## src/rtl/coco_audio_pkg.sv

```systemverilog
// Shared constants, sample type and helpers for the CoCo audio mixer.
package coco_audio_pkg;

    localparam int unsigned MIDPOINT           = 48;
    localparam int unsigned DCBLOCK_SHIFT      = 12;
    localparam int unsigned DEFAULT_TICK_DIV   = 4;
    localparam int unsigned DEFAULT_SAMPLE_DIV = 1193;

    typedef logic signed [15:0] pcm_t;

    // Clamp a wide signed value into the 16-bit PCM range.
    function automatic pcm_t sat_pcm(input logic signed [31:0] v);
        if (v > 32'sd32767) begin
            return 16'sh7fff;
        end else if (v < -32'sd32768) begin
            return 16'sh8000;
        end else begin
            return pcm_t'(v);
        end
    endfunction

endpackage

```

## src/rtl/audio_onepole_lpf.sv

```systemverilog
// Tick-enabled one-pole IIR. Track=0: acc += x - (acc >>> Shift);
// Track=1: acc += (x - acc) >>> Shift (slow follower used as a DC tracker).
module audio_onepole_lpf #(
    parameter int unsigned Shift = 5,
    parameter int unsigned Width = 9 + Shift,
    parameter bit          Track = 1'b0
) (
    input  logic                    clk_i,
    input  logic                    reset_ni,
    input  logic                    tick_i,
    input  logic signed [Width-1:0] x_i,
    output logic signed [Width-1:0] acc_o
);

    logic signed [Width-1:0] acc_q, acc_d;

    if (Track) begin : g_track
        // One extra bit keeps x - acc from wrapping before the shift.
        always_comb begin
            acc_d = acc_q + Width'($signed({x_i[Width-1], x_i} - {acc_q[Width-1], acc_q})
                                   >>> Shift);
        end
    end else begin : g_leaky
        always_comb begin
            acc_d = acc_q + x_i - (acc_q >>> Shift);
        end
    end

    always_ff @(posedge clk_i) begin
        if (!reset_ni) begin
            acc_q <= '0;
        end else if (tick_i) begin
            acc_q <= acc_d;
        end
    end

    assign acc_o = acc_q;

endmodule

```

## src/rtl/coco_audio_mixer.sv

```systemverilog
// Mixes DAC and 1-bit sound, low-passes and decimates to signed 16-bit PCM.
// Optional DC blocker enabled by defining COCO_AUDIO_DCBLOCK_EN.
module coco_audio_mixer
    import coco_audio_pkg::*;
#(
    parameter int unsigned TICK_DIV   = DEFAULT_TICK_DIV,
    parameter int unsigned SAMPLE_DIV = DEFAULT_SAMPLE_DIV,
    parameter int unsigned LPF_SHIFT  = 5,
    parameter int unsigned BIT_LEVEL  = 32
) (
    input  logic        clk_i,
    input  logic        reset_ni,
    input  logic [5:0]  dac_data_i,
    input  logic        snden_i,
    input  logic        sndout_i,
    input  logic        mute_i,
    output logic [15:0] pcm_o,
    output logic        pcm_stb_o
);

    localparam int unsigned AccW    = 9 + LPF_SHIFT;
    localparam int unsigned TickW   = (TICK_DIV > 1) ? $clog2(TICK_DIV) : 1;
    localparam int unsigned SampleW = $clog2(SAMPLE_DIV);

    logic [5:0] dac_q;
    logic       snden_q, sndout_q, mute_q;

    always_ff @(posedge clk_i) begin
        if (!reset_ni) begin
            dac_q    <= '0;
            snden_q  <= 1'b0;
            sndout_q <= 1'b0;
            mute_q   <= 1'b0;
        end else begin
            dac_q    <= dac_data_i;
            snden_q  <= snden_i;
            sndout_q <= sndout_i;
            mute_q   <= mute_i;
        end
    end

    logic [6:0]            mix_x;
    logic signed [7:0]     mix_xs;
    logic signed [AccW-1:0] lpf_x;

    always_comb begin
        mix_x  = (snden_q ? {1'b0, dac_q} : 7'd0) + (sndout_q ? 7'(BIT_LEVEL) : 7'd0);
        mix_xs = $signed({1'b0, mix_x}) - $signed(8'(MIDPOINT));
        lpf_x  = AccW'(mix_xs);
    end

    logic [TickW-1:0]   tick_cnt_q, tick_cnt_d;
    logic [SampleW-1:0] smp_cnt_q, smp_cnt_d;
    logic               tick, sample;

    always_comb begin
        tick       = (tick_cnt_q == TickW'(TICK_DIV - 1));
        sample     = (smp_cnt_q == SampleW'(SAMPLE_DIV - 1));
        tick_cnt_d = tick ? '0 : tick_cnt_q + 1'b1;
        smp_cnt_d  = sample ? '0 : smp_cnt_q + 1'b1;
    end

    always_ff @(posedge clk_i) begin
        if (!reset_ni) begin
            tick_cnt_q <= '0;
            smp_cnt_q  <= '0;
        end else begin
            tick_cnt_q <= tick_cnt_d;
            smp_cnt_q  <= smp_cnt_d;
        end
    end

    logic signed [AccW-1:0] acc;

    audio_onepole_lpf #(
        .Shift (LPF_SHIFT),
        .Width (AccW),
        .Track (1'b0)
    ) u_lpf (
        .clk_i    (clk_i),
        .reset_ni (reset_ni),
        .tick_i   (tick),
        .x_i      (lpf_x),
        .acc_o    (acc)
    );

    pcm_t pcm_y;

`ifdef COCO_AUDIO_DCBLOCK_EN
    logic signed [AccW-1:0] dc;

    audio_onepole_lpf #(
        .Shift (DCBLOCK_SHIFT),
        .Width (AccW),
        .Track (1'b1)
    ) u_dc (
        .clk_i    (clk_i),
        .reset_ni (reset_ni),
        .tick_i   (tick),
        .x_i      (acc),
        .acc_o    (dc)
    );

    always_comb begin
        pcm_y = sat_pcm((32'(acc) - 32'(dc)) <<< (8 - LPF_SHIFT));
    end
`else
    always_comb begin
        pcm_y = pcm_t'(32'(acc) <<< (8 - LPF_SHIFT));
    end
`endif

    pcm_t pcm_q, pcm_d;
    logic stb_q, stb_d;

    // pcm_y is derived from acc before this edge's filter update.
    always_comb begin
        pcm_d = pcm_q;
        stb_d = 1'b0;
        if (sample) begin
            pcm_d = mute_q ? '0 : pcm_y;
            stb_d = 1'b1;
        end
    end

    always_ff @(posedge clk_i) begin
        if (!reset_ni) begin
            pcm_q <= '0;
            stb_q <= 1'b0;
        end else begin
            pcm_q <= pcm_d;
            stb_q <= stb_d;
        end
    end

    assign pcm_o     = pcm_q;
    assign pcm_stb_o = stb_q;

endmodule
```

## config.mk

```make
export PLATFORM = sky130hd
export DESIGN_NAME = coco_audio_mixer
export DESIGN_NICKNAME = d
export VERILOG_FILES = /design/src/rtl/coco_audio_pkg.sv /design/src/rtl/audio_onepole_lpf.sv /design/src/rtl/coco_audio_mixer.sv
export SDC_FILE = /design/constraint.sdc
export NUM_CORES = 1
export LEC_CHECK = 0
export ABC_CLOCK_PERIOD_IN_PS = 3700
export BUFFER_PORTS_ARGS = -buffer_cell sky130_fd_sc_hd__buf_2
export CORE_UTILIZATION = 54
export CTS_BUF_LIST = sky130_fd_sc_hd__clkbuf_4 sky130_fd_sc_hd__clkbuf_8 sky130_fd_sc_hd__clkbuf_16
export CTS_CLUSTER_SIZE = 12
export DETAILED_ROUTE_END_ITERATION = 7
export PLACE_DENSITY = 0.83
export SLEW_MARGIN = 20
export SYNTH_ARGS = -nofsm -noshare
export SYNTH_HDL_FRONTEND = slang
export SYNTH_HIERARCHICAL = 1
export SYNTH_SLANG_ARGS = --single-unit
```

## constraint.sdc

```tcl
create_clock -name clk_i -period 3.7 [get_ports clk_i]
set_clock_uncertainty 0.2 [all_clocks]
set_input_delay 0.555 -clock clk_i [delete_from_list [all_inputs] [get_ports clk_i]]
set_output_delay 0.555 -clock clk_i [all_outputs]
set_load 0.02 [all_outputs]
```

# Word-level counts from Yosys, hierarchy flattened
# Index checks and enable logic that the tools add are counted.
[word_totals]
wordCells = 24
register_bits = 53
out_inout_bits = 17
[classes]
bitwise_logic = 1
add_sub_neg = 6
n_reduce_logical = 2
mux = 4
n_eq_ne = 2
[ops]
columns = ["op", "count"]
rows = [
  ["$mux W16", 1],
  ["$add A14 B8 Y14", 1],
  ["$sub A14 B9 Y14", 1],
  ["$mux W6", 2],
  ["$add A11 B1 Y11 const B", 1],
  ["$eq A11 B11 Y1 const B", 1],
  ["$sub A7 B6 Y8 const B", 1],
  ["$add A6 B6 Y7", 1],
  ["$reduce_or A2 Y1", 2],
  ["$add A2 B1 Y2 const B", 1],
  ["$eq A2 B2 Y1 const B", 1],
  ["$mux W1", 1],
  ["$not A1 Y1", 1],
]

# Longest topological paths before layout
[depth]
ltp_word = 5
ltp_mapped = 14
mapped_depth_nobuf = 13

# Cells and area by module
# Netlist, hierarchy kept.
[by_module_without_submodules]
columns = ["module", "seq_area_each_um2", "area_each_um2", "n_inst", "cells_each"]
rows = [
  ["audio_onepole_lpf", 280.3, 1511.4, 1, 184],
  ["coco_audio_mixer", 720.7, 1507.7, 1, 154],
]

# Worst setup path before layout
# No wires, ideal clock.
[synth_path]
kind = "register to register"
start = "register snden_q"
end = "register u_lpf.acc_q[12], in the netlist u_lpf/acc_o[12]"
setup_ps = 130
arrival_time_ps = 3144
stages_incl_launch_ff = 15
period_less_slack_ps = 3474
setup_slack_ps = 226
path_cell_list = "dfxtp_1 > and2_1 > fa_1 > inv_1 > inv_1 > fa_1 > inv_1 > ha_1 > buf_6 > a21o_1 > a221o_1 > a211o_1 > o22ai_2 > xor2_1 > a21oi_1"
[synth_between]
elab_chain_cells = 5
[synth_lines]
columns = ["item", "line", "text"]
rows = [
  ["from (decl)", "coco_audio_mixer.sv:26", "logic snden_q, sndout_q, mute_q;"],
  ["from (signal assigned)", "coco_audio_mixer.sv:36", "snden_q <= snden_i;"],
  ["$mux W6", "coco_audio_mixer.sv:47", "mix_x = (snden_q ? {1'b0, dac_q} : 7'd0) + (sndout_q ? 7'(BIT_LEVEL) : 7'd0);"],
  ["$add A6 B6 Y7", "coco_audio_mixer.sv:47", ""],
  ["$sub A7 B6 Y8", "coco_audio_mixer.sv:48", "mix_xs = $signed({1'b0, mix_x}) - $signed(8'(MIDPOINT));"],
  ["via mix_xs[6]", "coco_audio_mixer.sv:43", "logic signed [7:0] mix_xs;"],
  ["$add A14 B8 Y14", "audio_onepole_lpf.sv:25", "acc_d = acc_q + x_i - (acc_q >>> Shift);"],
  ["$sub A14 B9 Y14", "audio_onepole_lpf.sv:25", ""],
  ["to (signal assigned)", "audio_onepole_lpf.sv:31", "acc_q <= '0;"],
  ["to (signal assigned)", "audio_onepole_lpf.sv:33", "acc_q <= acc_d;"],
  ["to (decl)", "audio_onepole_lpf.sv:15", "logic signed [Width-1:0] acc_q, acc_d;"],
]
# The timed path passes the listed nets, and every way through them passes these cells.
# A chain may end at the register's enable or synchronous reset.

# Worst setup path in the final report
# Same ends and word-level chain as after synthesis.

==> impl_metrics.json <==
{
  "status": "finished clean",
  "dp_cells": 423,
  "path_clk_slew_ns": 0.09,
  "grt_max_degree": 55,
  "portBuffers": 24,
  "ir_worst_vdd_mv": 0.314,
  "synth-seq-cells": 50,
  "antennaDiodeCount": 0,
  "cp-end-kind": "register",
  "ctsLongestPathBuffers": 2,
  "synth_cells": 338,
  "die_h_um": 76.8,
  "grt_first_pass_wirelength_um": 9720,
  "synth_edf_count": 0,
  "critPathRequiredTime_ns": 3.66,
  "route.detailed.drc": 0,
  "hold_class": "in2reg",
  "avgRoutedWirePerCell_um": 12.9,
  "drive_gt1_share_pct": 11.4,
  "cts_buffers": 5,
  "total_power_mw": 1.61,
  "dieArea_sq_um": 5890,
  "hold_ws_ns": 0.244,
  "via_count": 2265,
  "fill_cells": 437,
  "drt_iter0_drc": 114,
  "start_util_pct": 57.6,
  "dr.pass1.iters": 4,
  "grt-ovfl-total": 0,
  "die_x_um": 76.8,
  "cts_tree": "yes",
  "synth_cell_types": 49,
  "setup_viol": 0,
  "leakagePower_nw": 1.46,
  "area_delta_synth_final_pct": 9.08,
  "setup_tns_ns": 0,
  "finish.utilization_pct": 62.9,
  "h-tree-depth": 2,
  "grt_antenna_before_repair": 0,
  "power_density_nw_per_um2": 489,
  "yosysSeqAreaShare_pct": 33.2,
  "synthArstFlopShare_pct": 0,
  "crit_type": "reg2reg",
  "synth_area_sq_um": 3020,
  "row_count": 26,
  "synth_warnings": 6,
  "cts_sinks": 50,
  "final-hold-violation-count": 0,
  "min_period_ns": 3.56,
  "worstSetupStartpointType": "register",
  "drv_cap": 0,
  "slew_headroom_pct": 37.8,
  "layout.nets": 402,
  "fin_crit_sh_pct": 96.2,
  "ant_nets": 0,
  "worst_pin_slew_ns": 0.933,
  "layout_common_cells": "58 x inv_1, 50 x dfxtp_1, 24 x buf_2",
  "vias_per_cell": 5.26,
  "post_cts_buffers": 0,
  "synth_flop_cell": "dfxtp_1",
  "crit_arrival_ns": 3.52,
  "layout_commonest_cell": "inv_1",
  "place_hpwl_um": 4090,
  "grt_pass1_vias": 2255,
  "ios": 28,
  "place.gp.congestion": 0.849,
  "core-area_sq_um": 5240,
  "timing.fmax_mhz": 281,
  "worst-path-max-fanout": 6,
  "root_buffer": "clkbuf_8",
  "layout.cells.non_filler": 431,
  "rsz0062_at_grt": "no",
  "clock_latency_ns": 0.31,
  "wirelength_um": 5550,
  "drv_slew": 0,
  "avgSynthCellArea_sq_um": 8.93,
  "track_usage_pct": 20.3
}
## routing by layer
layer,routed length [um],track usage (%),vias up
li1,-,-,1151
met4,41,4.81,0
met2,2630,35.0,36
met1,2730,26.2,1075
met3,154,3.57,3
met5,0,0,-
## metrics by stage
step	setup WS, ns	instance area [sq um]
final	0.140	3290
after global routing	0.0145	3290
after CTS	0.145	3290
after detailed placement	0.169	3180
after global placement	0.233	3180
after floorplan	0.226	3030
## worst max-delay path: stages, from the launching register on
cell and delay [ns]:
dfxtp_1 0.35, and2_1 0.17, fa_1 0.38, inv_1 0.15
inv_1 0.08, fa_1 0.54, inv_1 0.04, ha_1 0.33
and2_1 0.18, a221o_1 0.36, a211o_1 0.31, o22ai_2 0.10
xor2_1 0.16, a21oi_1 0.07
## cells by family (layout without fill, tap and decap cells)
logic type	count (synthesis)	after routing	share of synthesized area, %
fa+ha+maj	31	31	16.3
xor+xnor	13	13	3.77
other cells	1	3	0.124
mux	19	19	6.34
compound gates	50	50	10.4
buf+inv	73	94	10.2
flops	50	50	33.2
simple gates	101	101	19.7
## where the power goes
part / total, mW / internal (mW) / switching [mW]
combinational: 0.618 / 0.288 / 0.330
clock: 0.399 / 0.217 / 0.181
sequential: 0.595 / 0.564 / 0.0311
## worst paths after layout
check           startpoint         endpoint  slack [ns]  depth (start not counted)
max reg2reg        snden_q  u_lpf/acc_o[12]        0.14                         13
min reg2reg  tick_cnt_q[0]    tick_cnt_q[0]        0.25                          1
max                snden_q  u_lpf/acc_o[12]        0.14                         13
min          dac_data_i[0]         dac_q[0]        0.24                          2
## registers in the layout, summed over array words and instances, names as in the netlist
name         flops
mute_q           1
pcm_stb_o        1
dac_q            6
sndout_q         1
u_lpf/acc_o     14
smp_cnt_q       11
snden_q          1
tick_cnt_q       2
pcm_o           13
## Yosys cell counts, types with 2 or more instances
library cell	n	area [sq um]
nand2_1	21	78.8
nand3_1	8	40.0
clkbuf_1	7	26.3
nand4_1	5	31.3
inv_1	58	218
and2_1	20	125
a21o_1	4	30.0
a21boi_0	2	15.0
o21ai_0	11	55.1
a31oi_1	2	12.5
xnor2_1	8	70.1
or3_1	5	31.3
o31ai_1	4	30.0
xor2_1	5	43.8
ha_1	17	213
nor2b_1	4	25.0
nand3b_1	17	128
buf_4	3	22.5
nor2_1	8	30.0
nand2b_1	3	18.8
or4_1	2	15.0
buf_2	2	10.0
dfxtp_1	50	1000
mux2i_1	18	180
a21oi_1	17	85.1
fa_1	14	280
## cell type report
cell class / instances / area (sq um) / area share, %
Clock buffer: 7 / 83.8 / 2.55
Tap cell: 70 / 87.6 / 2.66
Multi-Input combinational cell: 217 / 1720 / 52.3
Inverter: 58 / 218 / 6.61
Sequential cell: 50 / 1000 / 30.4
Clock inverter: 1 / 30.0 / 0.912
Timing Repair Buffer: 28 / 150 / 4.56
## what timing repair did
| item | in CTS | in global routing |
|---|---|---|
| endpoints found under the setup margin | 0 | 1 |
| hold buffers | 0 | 0 |
| resized for setup | 0 | 1 |
No activity file was read; power rests on OpenSTA's default activity.
